--- src/rtl/mmio_responder.sv ---
// mmio_responder: I/O-region load/store responder with UART RX/TX FIFOs and
// cycle / retired-instruction counters. Load data is returned one cycle late.
module mmio_responder #(
    parameter int FIFO_DEPTH = 4
) (
    input  logic        clk,
    input  logic        rst,
    input  logic [31:0] addr,
    input  logic [31:0] wdata,
    input  logic [3:0]  wmask,
    input  logic        we,
    input  logic        re,
    output logic [31:0] rdata,
    input  logic        inst_retired,
    input  logic [7:0]  rx_data,
    input  logic        rx_valid,
    output logic [7:0]  tx_data,
    output logic        tx_valid,
    input  logic        tx_ready
);
    localparam int          PW        = $clog2(FIFO_DEPTH);
    localparam logic [PW:0] FULL_CNT  = (PW+1)'(FIFO_DEPTH);
    localparam logic [31:0] A_STATUS  = 32'h8000_0000;
    localparam logic [31:0] A_RX      = 32'h8000_0004;
    localparam logic [31:0] A_TX      = 32'h8000_0008;
    localparam logic [31:0] A_CYCLE   = 32'h8000_0010;
    localparam logic [31:0] A_INSTRET = 32'h8000_0014;
    localparam logic [31:0] A_CTR_RST = 32'h8000_0018;

    logic [7:0]  rx_mem_q [FIFO_DEPTH];
    logic [7:0]  tx_mem_q [FIFO_DEPTH];
    logic [PW-1:0] rx_wr_q, rx_wr_d, rx_rd_q, rx_rd_d;
    logic [PW-1:0] tx_wr_q, tx_wr_d, tx_rd_q, tx_rd_d;
    logic [PW:0]   rx_cnt_q, rx_cnt_d, tx_cnt_q, tx_cnt_d;
    logic          rx_ovf_q, rx_ovf_d, tx_ovf_q, tx_ovf_d;
    logic [31:0]   cyc_q, cyc_d, ins_q, ins_d;
    logic [31:0]   rdata_q, rdata_d;
    logic [31:0]   read_val_s;

    logic store_s, load_s;
    logic rx_full_s, rx_nempty_s, tx_full_s, tx_nempty_s;
    logic rx_push_s, rx_pop_s, tx_push_req_s, tx_push_s, tx_pop_s;
    logic ctr_clr_s, sticky_clr_s;
    logic unused_s;

    // A simultaneous load+store is a store; full/empty use pre-edge occupancy.
    assign store_s       = we;
    assign load_s        = re & ~we;
    assign rx_full_s     = (rx_cnt_q == FULL_CNT);
    assign tx_full_s     = (tx_cnt_q == FULL_CNT);
    assign rx_nempty_s   = (rx_cnt_q != {(PW+1){1'b0}});
    assign tx_nempty_s   = (tx_cnt_q != {(PW+1){1'b0}});
    assign rx_push_s     = rx_valid & ~rx_full_s;
    assign rx_pop_s      = load_s & (addr == A_RX) & rx_nempty_s;
    assign tx_push_req_s = store_s & (addr == A_TX) & wmask[0];
    assign tx_push_s     = tx_push_req_s & ~tx_full_s;
    assign tx_pop_s      = tx_nempty_s & tx_ready;
    assign ctr_clr_s     = store_s & (addr == A_CTR_RST);
    assign sticky_clr_s  = store_s & (addr == A_STATUS);
    assign unused_s      = ^{wdata[31:8], wmask[3:1]};

    assign rdata    = rdata_q;
    assign tx_valid = tx_nempty_s;
    assign tx_data  = tx_nempty_s ? tx_mem_q[tx_rd_q] : 8'h00;

    // Register read mux; unmapped I/O addresses read zero.
    always_comb begin
        read_val_s = 32'h0000_0000;
        case (addr)
            A_STATUS:  read_val_s = {28'h000_0000, tx_ovf_q, rx_ovf_q, rx_nempty_s, ~tx_full_s};
            A_RX:      read_val_s = rx_nempty_s ? {24'h00_0000, rx_mem_q[rx_rd_q]} : 32'h0000_0000;
            A_CYCLE:   read_val_s = cyc_q;
            A_INSTRET: read_val_s = ins_q;
            default:   read_val_s = 32'h0000_0000;
        endcase
    end

    // Next-state for FIFO pointers/counts, sticky flags, counters and rdata.
    always_comb begin
        rx_wr_d = rx_push_s ? rx_wr_q + 1'b1 : rx_wr_q;
        rx_rd_d = rx_pop_s  ? rx_rd_q + 1'b1 : rx_rd_q;
        tx_wr_d = tx_push_s ? tx_wr_q + 1'b1 : tx_wr_q;
        tx_rd_d = tx_pop_s  ? tx_rd_q + 1'b1 : tx_rd_q;
        case ({rx_push_s, rx_pop_s})
            2'b10:   rx_cnt_d = rx_cnt_q + 1'b1;
            2'b01:   rx_cnt_d = rx_cnt_q - 1'b1;
            default: rx_cnt_d = rx_cnt_q;
        endcase
        case ({tx_push_s, tx_pop_s})
            2'b10:   tx_cnt_d = tx_cnt_q + 1'b1;
            2'b01:   tx_cnt_d = tx_cnt_q - 1'b1;
            default: tx_cnt_d = tx_cnt_q;
        endcase
        // A new overflow in the clearing cycle keeps the flag set.
        if (rx_valid & rx_full_s) begin
            rx_ovf_d = 1'b1;
        end else if (sticky_clr_s) begin
            rx_ovf_d = 1'b0;
        end else begin
            rx_ovf_d = rx_ovf_q;
        end
        if (tx_push_req_s & tx_full_s) begin
            tx_ovf_d = 1'b1;
        end else if (sticky_clr_s) begin
            tx_ovf_d = 1'b0;
        end else begin
            tx_ovf_d = tx_ovf_q;
        end
        cyc_d = ctr_clr_s ? 32'h0000_0000 : cyc_q + 32'd1;
        ins_d = ctr_clr_s ? 32'h0000_0000 : ins_q + {31'd0, inst_retired};
        if (store_s) begin
            rdata_d = 32'h0000_0000;
        end else if (load_s) begin
            rdata_d = read_val_s;
        end else begin
            rdata_d = rdata_q;
        end
    end

    // RX FIFO storage and pointers.
    always_ff @(posedge clk or posedge rst) begin
        if (rst) begin
            for (int i = 0; i < FIFO_DEPTH; i++) rx_mem_q[i] <= 8'h00;
            rx_wr_q  <= '0;
            rx_rd_q  <= '0;
            rx_cnt_q <= '0;
        end else begin
            if (rx_push_s) rx_mem_q[rx_wr_q] <= rx_data;
            rx_wr_q  <= rx_wr_d;
            rx_rd_q  <= rx_rd_d;
            rx_cnt_q <= rx_cnt_d;
        end
    end

    // TX FIFO storage and pointers.
    always_ff @(posedge clk or posedge rst) begin
        if (rst) begin
            for (int i = 0; i < FIFO_DEPTH; i++) tx_mem_q[i] <= 8'h00;
            tx_wr_q  <= '0;
            tx_rd_q  <= '0;
            tx_cnt_q <= '0;
        end else begin
            if (tx_push_s) tx_mem_q[tx_wr_q] <= wdata[7:0];
            tx_wr_q  <= tx_wr_d;
            tx_rd_q  <= tx_rd_d;
            tx_cnt_q <= tx_cnt_d;
        end
    end

    // Sticky overflow flags, counters and registered load data.
    always_ff @(posedge clk or posedge rst) begin
        if (rst) begin
            rx_ovf_q <= 1'b0;
            tx_ovf_q <= 1'b0;
            cyc_q    <= 32'h0000_0000;
            ins_q    <= 32'h0000_0000;
            rdata_q  <= 32'h0000_0000;
        end else begin
            rx_ovf_q <= rx_ovf_d;
            tx_ovf_q <= tx_ovf_d;
            cyc_q    <= cyc_d;
            ins_q    <= ins_d;
            rdata_q  <= rdata_d;
        end
    end
endmodule

--- config.mk ---
export PLATFORM = sky130hd
export DESIGN_NAME = mmio_responder
export DESIGN_NICKNAME = d
export VERILOG_FILES = /design/src/rtl/mmio_responder.sv
export SDC_FILE = /design/constraint.sdc
export NUM_CORES = 1
export LEC_CHECK = 0
export CAP_MARGIN = 15
export CORE_MARGIN = 5
export CORE_UTILIZATION = 45
export CTS_CLUSTER_DIAMETER = 150
export DETAILED_ROUTE_END_ITERATION = 8
export PLACE_DENSITY = 0.7
export RECOVER_POWER = 100
export SLEW_MARGIN = 20
export SYNTH_ARGS = -nofsm -noshare
export SYNTH_HDL_FRONTEND = slang
export SYNTH_SLANG_ARGS = --single-unit
--- constraint.sdc ---
create_clock -name clk -period 5.5 [get_ports clk]
set_input_delay 1.1 -clock clk [delete_from_list [all_inputs] [get_ports clk]]
set_output_delay 1.1 -clock clk [all_outputs]
set_load 0.03 [all_outputs]
==> flow_metrics.tcl, run 1 <==
set metrics [dict create \
    synth_cell_types 53 \
    viasPerCell 5.699 \
    power_frac_comb_pct 16.7 \
    placed_cells 1134 \
    yosys_register_bits 176 \
    crit_chain "dlygate4sd3_1, nor4_1, and3_1, nand4_1, inv_1, ha_1, inv_1, fa_1, xor2_1, nor2_1, xor2_1" \
    hpwl_um 13920 \
    hold_buffers 0 \
    rsz0062_at_grt "no" \
    io_buffers 96 \
    hold_slack_ns 0.4724 \
    routedWlPerCell_um 17.67 \
    syn-cell-area_mm2 0.008960 \
    synth_warnings 0 \
    irDropWorstVdd_mv 0.2780 \
    first_pass_iters 5 \
    overflow 0 \
    critPathMaxFanout 7 \
    cp-start-kind "input pin" \
    max_stage_delay_ns 0.63 \
    via_count 6645 \
    clkTransAtPathRegs_ns 0.07 \
    r2r_cells 6 \
    netlist_instances 815 \
    drc 0 \
    fin_cells 1166 \
    arrival_ns 4.15 \
    synth_top_family_by_area "simple AND/OR/NAND/NOR gates" \
    min_period_ns 3.789 \
    power_switching_uw 1002 \
    endpoint_kind "flop" \
    grt_use_total_pct 18.91 \
    max-clock-path-buffers 2 \
    synthAdderAreaFrac_pct 2.262 \
    cts_max_level 4 \
    powerDensity_mw_per_mm2 321.0 \
    cap_viol_max_count 1 \
    synth_xor_area_share_pct 3.715 \
    async_flop_share_pct 100.0 \
    max_freq_ghz 0.2639 \
    pwr-share-clk_pct 35.0 \
    clock-skew-final_ns 0.006856 \
    synthSimpleGateAreaFrac_pct 17.80 \
    r2r_end "ins_q[20]" \
    grt_pass1_wl_um 34200 \
    relSlewSlack_pct -54.30 \
    finalCritPeriodShare_pct 68.89 \
    crit_type "in -> reg" \
    layout_commonest_cell "dfrtp_1" \
    syn_avg_cell_area_um2 10.99 \
    clock_latency_ns 0.44 \
    core_area_mm2 0.01953 \
    cts_setup_buffers 0 \
    clock-sinks 176 \
    hold_depth 2 \
    seq_area_frac_synth_pct 49.16 \
    tightest_slew_ns 2.314 \
    grt_max_degree 133 \
    grt_antenna_before_repair 0 \
    area_growth_pct 19.02 \
    wirelength_um 20600 \
    maxSlewViolCount 45 \
    tritoncts "done" \
    synthMuxAreaShare_pct 16.03 \
    setup_viol 0 \
    cellLeakagePower_uw 0.004566 \
    ios 124 \
    min_to "rdata[19]" \
    root_buffer "clkbuf_16" \
    start_util_pct 45.89 \
    ys.flop_type "dfrtp_1" \
    dr.first_iter.drc_count 326 \
    rows 51 \
    postCtsResizedCells 0 \
    crit_start "addr[4]" \
    hp-start "rdata[19]" \
    postRouteAntennaNets 0 \
    hold_path_class "reg -> reg" \
    synth_edf_count 0 \
    synth_compound_area_share_pct 7.946 \
    gp_congestion 0.7797 \
    dieArea_mm2 0.02283 \
    die_x_um 151.1 \
    final_cell_mix "176 x dfrtp_1, 92 x mux2_2, 84 x nand2_1, 49 x clkdlybuf4s50_1, 46 x dlygate4sd3_1" \
    fp.dieH_um 151.1 \
    status "complete, but fails checks" \
    antenna_cells 0 \
    slowest_stage "dlygate4sd3_1" \
    crit_required_ns 5.86 \
    cts_inserted_buffers 17 \
    p_int_uw 2421 \
    final_layout_size_suffix_gt1_share_pct 16.98 \
    violations "capacitance limit, slew limit" \
    rrSetupSlack_ns 2.79 \
    hold_violations 0 \
    synth_nets 913 \
    final_nets 986 \
    switching_share_pct 29.28 \
    r2r-start "ins_q[0]" \
    setup-tns-final_ns 0 \
    p_seq_share_pct 48.3 \
    first_global_vias 6728 \
]
==> cells in the mapped netlist (2+ instances only) <==
master | number | area [µm²]
dfrtp_1 | 176 | 4404
mux2_2 | 92 | 1036
nand2_1 | 84 | 315.3
o21ai_0 | 41 | 205.2
nor2_1 | 36 | 135.1
a21oi_1 | 34 | 170.2
clkbuf_1 | 32 | 120.1
xor2_1 | 28 | 245.2
nand4_1 | 27 | 168.9
nand3_1 | 24 | 120.1
or4_1 | 23 | 172.7
inv_1 | 20 | 75.07
o31ai_1 | 20 | 150.1
and4_1 | 18 | 157.7
and2_1 | 16 | 100.1
mux4_2 | 16 | 360.4
nor4_1 | 16 | 100.1
buf_2 | 14 | 70.07
ha_1 | 13 | 162.7
xnor2_1 | 10 | 87.58
nor3_1 | 8 | 40.04
or3_1 | 7 | 43.79
and3_1 | 6 | 37.54
a22oi_1 | 5 | 37.54
a31oi_1 | 4 | 25.02
mux2i_1 | 4 | 40.04
nor2b_1 | 4 | 25.02
nand2b_1 | 3 | 18.77
nand4_2 | 3 | 37.54
o41ai_1 | 3 | 26.28
a41oi_1 | 2 | 17.52
and2_0 | 2 | 12.51
fa_1 | 2 | 40.04
nor4b_1 | 2 | 17.52
or4b_1 | 2 | 20.02
==> cell type report <==
cell class,instances,area (µm²)
tap,265,331.6
clock buffer,17,425.4
sequential,176,4404
inverter,20,76.32
fill,1730,8862
clock inverter,15,157.7
timing repair buffer,102,1003
multi-input combinational,571,4265
==> metrics by stage <==
step	setup WS, ns	power (µW)	util [%]	instance area [µm²]
6_report	1.711	3423	54.61	10660
5_1_grt	1.421	3604	54.61	10660
4_1_cts	1.831	3455	54.77	10700
3_5_place_dp	1.391	2254	51.79	10110
3_3_place_gp	1.459	2224	51.79	10110
2_1_floorplan	2.147	2069	-	8964
==> cell families (layout without fill, tap and decap cells) <==
| family | count (synthesis) | count (layout) |
|---|---|---|
| compound gates | 118 | 118 |
| xor+xnor | 38 | 38 |
| fa+ha+maj | 15 | 15 |
| buf+inv | 68 | 154 |
| flops | 176 | 176 |
| mux | 112 | 112 |
| simple gates | 288 | 288 |
==> sequential cells by signal, indices dropped and copies added, names as in the netlist <==
| name | flops |
|---|---|
| cyc_q | 32 |
| ins_q | 32 |
| rdata | 32 |
| rx_mem_q | 32 |
| tx_mem_q | 32 |
| rx_cnt_q | 3 |
| tx_cnt_q | 3 |
| rx_rd_q | 2 |
| rx_wr_q | 2 |
| tx_rd_q | 2 |
| tx_wr_q | 2 |
| rx_ovf_q | 1 |
| tx_ovf_q | 1 |
==> critical path: cells and delay by family <==
| kind | cells | cell delay (ns) |
|---|---|---|
| simple gates | 4 | 1.41 |
| buf+inv | 3 | 0.79 |
| fa+ha+maj | 2 | 0.54 |
| xor+xnor | 2 | 0.31 |
==> routing by layer <==
layer	up-vias	track usage [%]	share of wire (%)
met4	0	5.077	1.1
met1	3310	25.88	45
met5	-	0	0
met2	164	30.36	49
li1	3150	-	-
met3	21	4.548	4.5
==> power groups by stage <==
| stage | clock network, µW | registers, µW | logic [µW] |
|---|---|---|---|
| finish | 1200 | 1650 | 571 |
| global route | 1290 | 1680 | 633 |
| CTS | 1220 | 1650 | 582 |
| detailed placement | 0 | 1680 | 578 |
| global placement | 0 | 1660 | 560 |
| floorplan | 0 | 1590 | 479 |
==> worst max path at each step <==
stage,end,depth (start not counted)
after detailed placement,rx_cnt_q[2],11
after global routing,rx_cnt_q[2],11
after global placement,rx_cnt_q[2],11
final,rx_cnt_q[2],11
after CTS,tx_data[3],3
after floorplan,cyc_q[0],1
Note: power is estimated with default switching activity, not from simulation.
==> run 2, diff against run 1 <==
--- a/config.mk
+++ b/config.mk
@@ -10,7 +10,7 @@
 export CORE_UTILIZATION = 45
 export CTS_CLUSTER_DIAMETER = 150
 export DETAILED_ROUTE_END_ITERATION = 8
-export PLACE_DENSITY = 0.7
+export PLACE_DENSITY = 0.68
 export RECOVER_POWER = 100
 export SLEW_MARGIN = 20
 export SYNTH_ARGS = -nofsm -noshare
==> constraint.sdc (replaced) <==
create_clock -name clk -period 3.7 [get_ports clk]
set_input_delay 0.74 -clock clk [delete_from_list [all_inputs] [get_ports clk]]
set_output_delay 0.74 -clock clk [all_outputs]
set_load 0.03 [all_outputs]
==> run 2 against run 1 <==
Effect of this change:
- the run still ends with capacitance limit, slew limit left
- core utilization rose by 0.46 points
- global-route usage fell by 0.13 points
- clock power rose by 50%
- first-iteration DRC count rose by 40%
- setup slack got worse by 1.4 ns
- routed wire length fell by 1.6%
- non-clock buffer count rose by 13
- largest power group unchanged
==> flow_metrics.tcl, run 2 (synthesized netlist as in run 1, its figures left out) <==
set metrics [dict create \
    status "complete, but fails checks" \
    violations "capacitance limit, slew limit" \
    cap_viol_max_count 1 \
    hold_depth 2 \
    r2r_end "rx_cnt_q[2]" \
    irDropWorstVdd_mv 0.4144 \
    max_freq_ghz 0.2982 \
    root_buffer "clkbuf_16" \
    grt_pass1_wl_um 34190 \
    setup-tns-final_ns 0 \
    layout_commonest_cell "dfrtp_1" \
    area_growth_pct 20.03 \
    hold_path_class "reg -> reg" \
    setup_viol 0 \
    relSlewSlack_pct -5.293 \
    endpoint_kind "flop" \
    hold_violations 0 \
    clock-skew-final_ns 0.007467 \
    finish.instance_area_mm2 0.01075 \
    finalCritPeriodShare_pct 90.63 \
    fin_cells 1179 \
    final_layout_size_suffix_gt1_share_pct 17.83 \
    rows 51 \
    die_x_um 151.1 \
    clock_latency_ns 0.44 \
    p_int_uw 3657 \
    maxSlewViolCount 34 \
    cts_max_level 4 \
    wirelength_um 20270 \
    io_buffers 96 \
    rsz0062_at_grt "no" \
    cts_setup_buffers 0 \
    dr.first_iter.drc_count 456 \
    critPathMaxFanout 64 \
    min_period_ns 3.353 \
    powerDensity_mw_per_mm2 475.2 \
    first_pass_iters 5 \
    min_to "rdata[19]" \
    dieArea_mm2 0.02283 \
    viasPerCell 5.610 \
    final_cell_mix "176 x dfrtp_1, 92 x mux2_2, 84 x nand2_1, 50 x clkdlybuf4s50_1, 45 x dlygate4sd3_1" \
    routedWlPerCell_um 17.20 \
    grt_use_total_pct 18.78 \
    crit_type "in -> reg" \
    hp-start "rdata[19]" \
    clkTransAtPathRegs_ns 0.07 \
    clock-sinks 176 \
    cellLeakagePower_uw 0.004620 \
    hold_buffers 0 \
    hold_slack_ns 0.4705 \
    antenna_cells 0 \
    first_global_vias 6589 \
    core_area_mm2 0.01953 \
    pwr-share-clk_pct 35.3 \
    switching_share_pct 28.45 \
    postCtsResizedCells 0 \
    p_seq_share_pct 48.0 \
    tritoncts "done" \
    placed_cells 1147 \
    place_area_mm2 0.01023 \
    drc 0 \
    hpwl_um 14230 \
    gp_congestion 0.8398 \
    r2r_cells 9 \
    postRouteAntennaNets 0 \
    power_switching_uw 1454 \
    tightest_slew_ns 1.571 \
    grt_antenna_before_repair 0 \
    cp-start-kind "input pin" \
    rrSetupSlack_ns 1.39 \
    arrival_ns 3.68 \
    start_util_pct 45.89 \
    grt_max_degree 65 \
    power_frac_comb_pct 16.7 \
    overflow 0 \
    crit_required_ns 4.02 \
    via_count 6614 \
    fp.dieH_um 151.1 \
    r2r-start "rx_cnt_q[0]" \
    final_nets 999 \
    cts_inserted_buffers 17 \
    ios 124 \
    max-clock-path-buffers 2 \
]
[run 2: cell count changes in the layout (fill, tap and decap cells not counted), sizes merged]
| cell | before | now |
|---|---|---|
| buf | 4 | 12 |
| clkinv | 2 | 5 |
| clkdlybuf4s50 | 49 | 50 |
| dlygate4sd3 | 46 | 45 |
| clkbuf | 20 | 25 |
| inv | 31 | 27 |
| bufinv | 0 | 1 |
[run 2: layer usage]
metal	track usage, %	wire length (µm)	vias up
met5	0	0	-
met4	3.808	174	0
met3	4.369	973	15
met2	30.45	9867	157
met1	26.07	9259	3268
li1	-	-	3174
[run 2: power groups by stage]
stage | logic (µW) | clock network, µW | registers [µW]
2_1_floorplan | 712 | 0 | 2360
3_3_place_gp | 840 | 0 | 2480
3_5_place_dp | 877 | 0 | 2480
4_1_cts | 874 | 1840 | 2450
5_1_grt | 959 | 1940 | 2490
6_report | 853 | 1800 | 2450
[run 2: area by class of cell]
cell class | instances | area (µm²)
well taps | 265 | 331.6
inverters | 20 | 76.32
clock buffers | 17 | 425.4
flip-flops and latches | 176 | 4404
fillers | 1772 | 8772
multi-input cells | 571 | 4265
repair buffers | 115 | 1085
clock inverters | 15 | 166.4
[run 2: critical path, stage by stage]
cell	delay, ns
dlygate4sd3_1	0.65
or4b_1	0.62
nor4_4	0.31
clkbuf_2	1.06
o21ba_2	0.28
[run 2: metrics by stage]
step	utilization, %	power [µW]	worst slack (ns)
2_1_floorplan	-	3076	0.7074
3_3_place_gp	52.42	3316	0.5120
3_5_place_dp	52.42	3360	0.4669
4_1_cts	55.45	5168	0.4037
5_1_grt	55.07	5393	0.1529
6_report	55.07	5111	0.3467
[run 2: worst max-delay path by stage]
stage	start	endpoint	slack (ns)	cells past startpoint
final	addr[4]	ins_q[22]	0.35	5
after global routing	rst	ins_q[24]	0.15	3
after CTS	tx_rd_q[0]	tx_data[7]	0.40	3
after global placement	addr[4]	rx_cnt_q[2]	0.51	11
after detailed placement	addr[4]	rx_cnt_q[2]	0.47	11
after floorplan	rst	cyc_q[0]	0.71	1
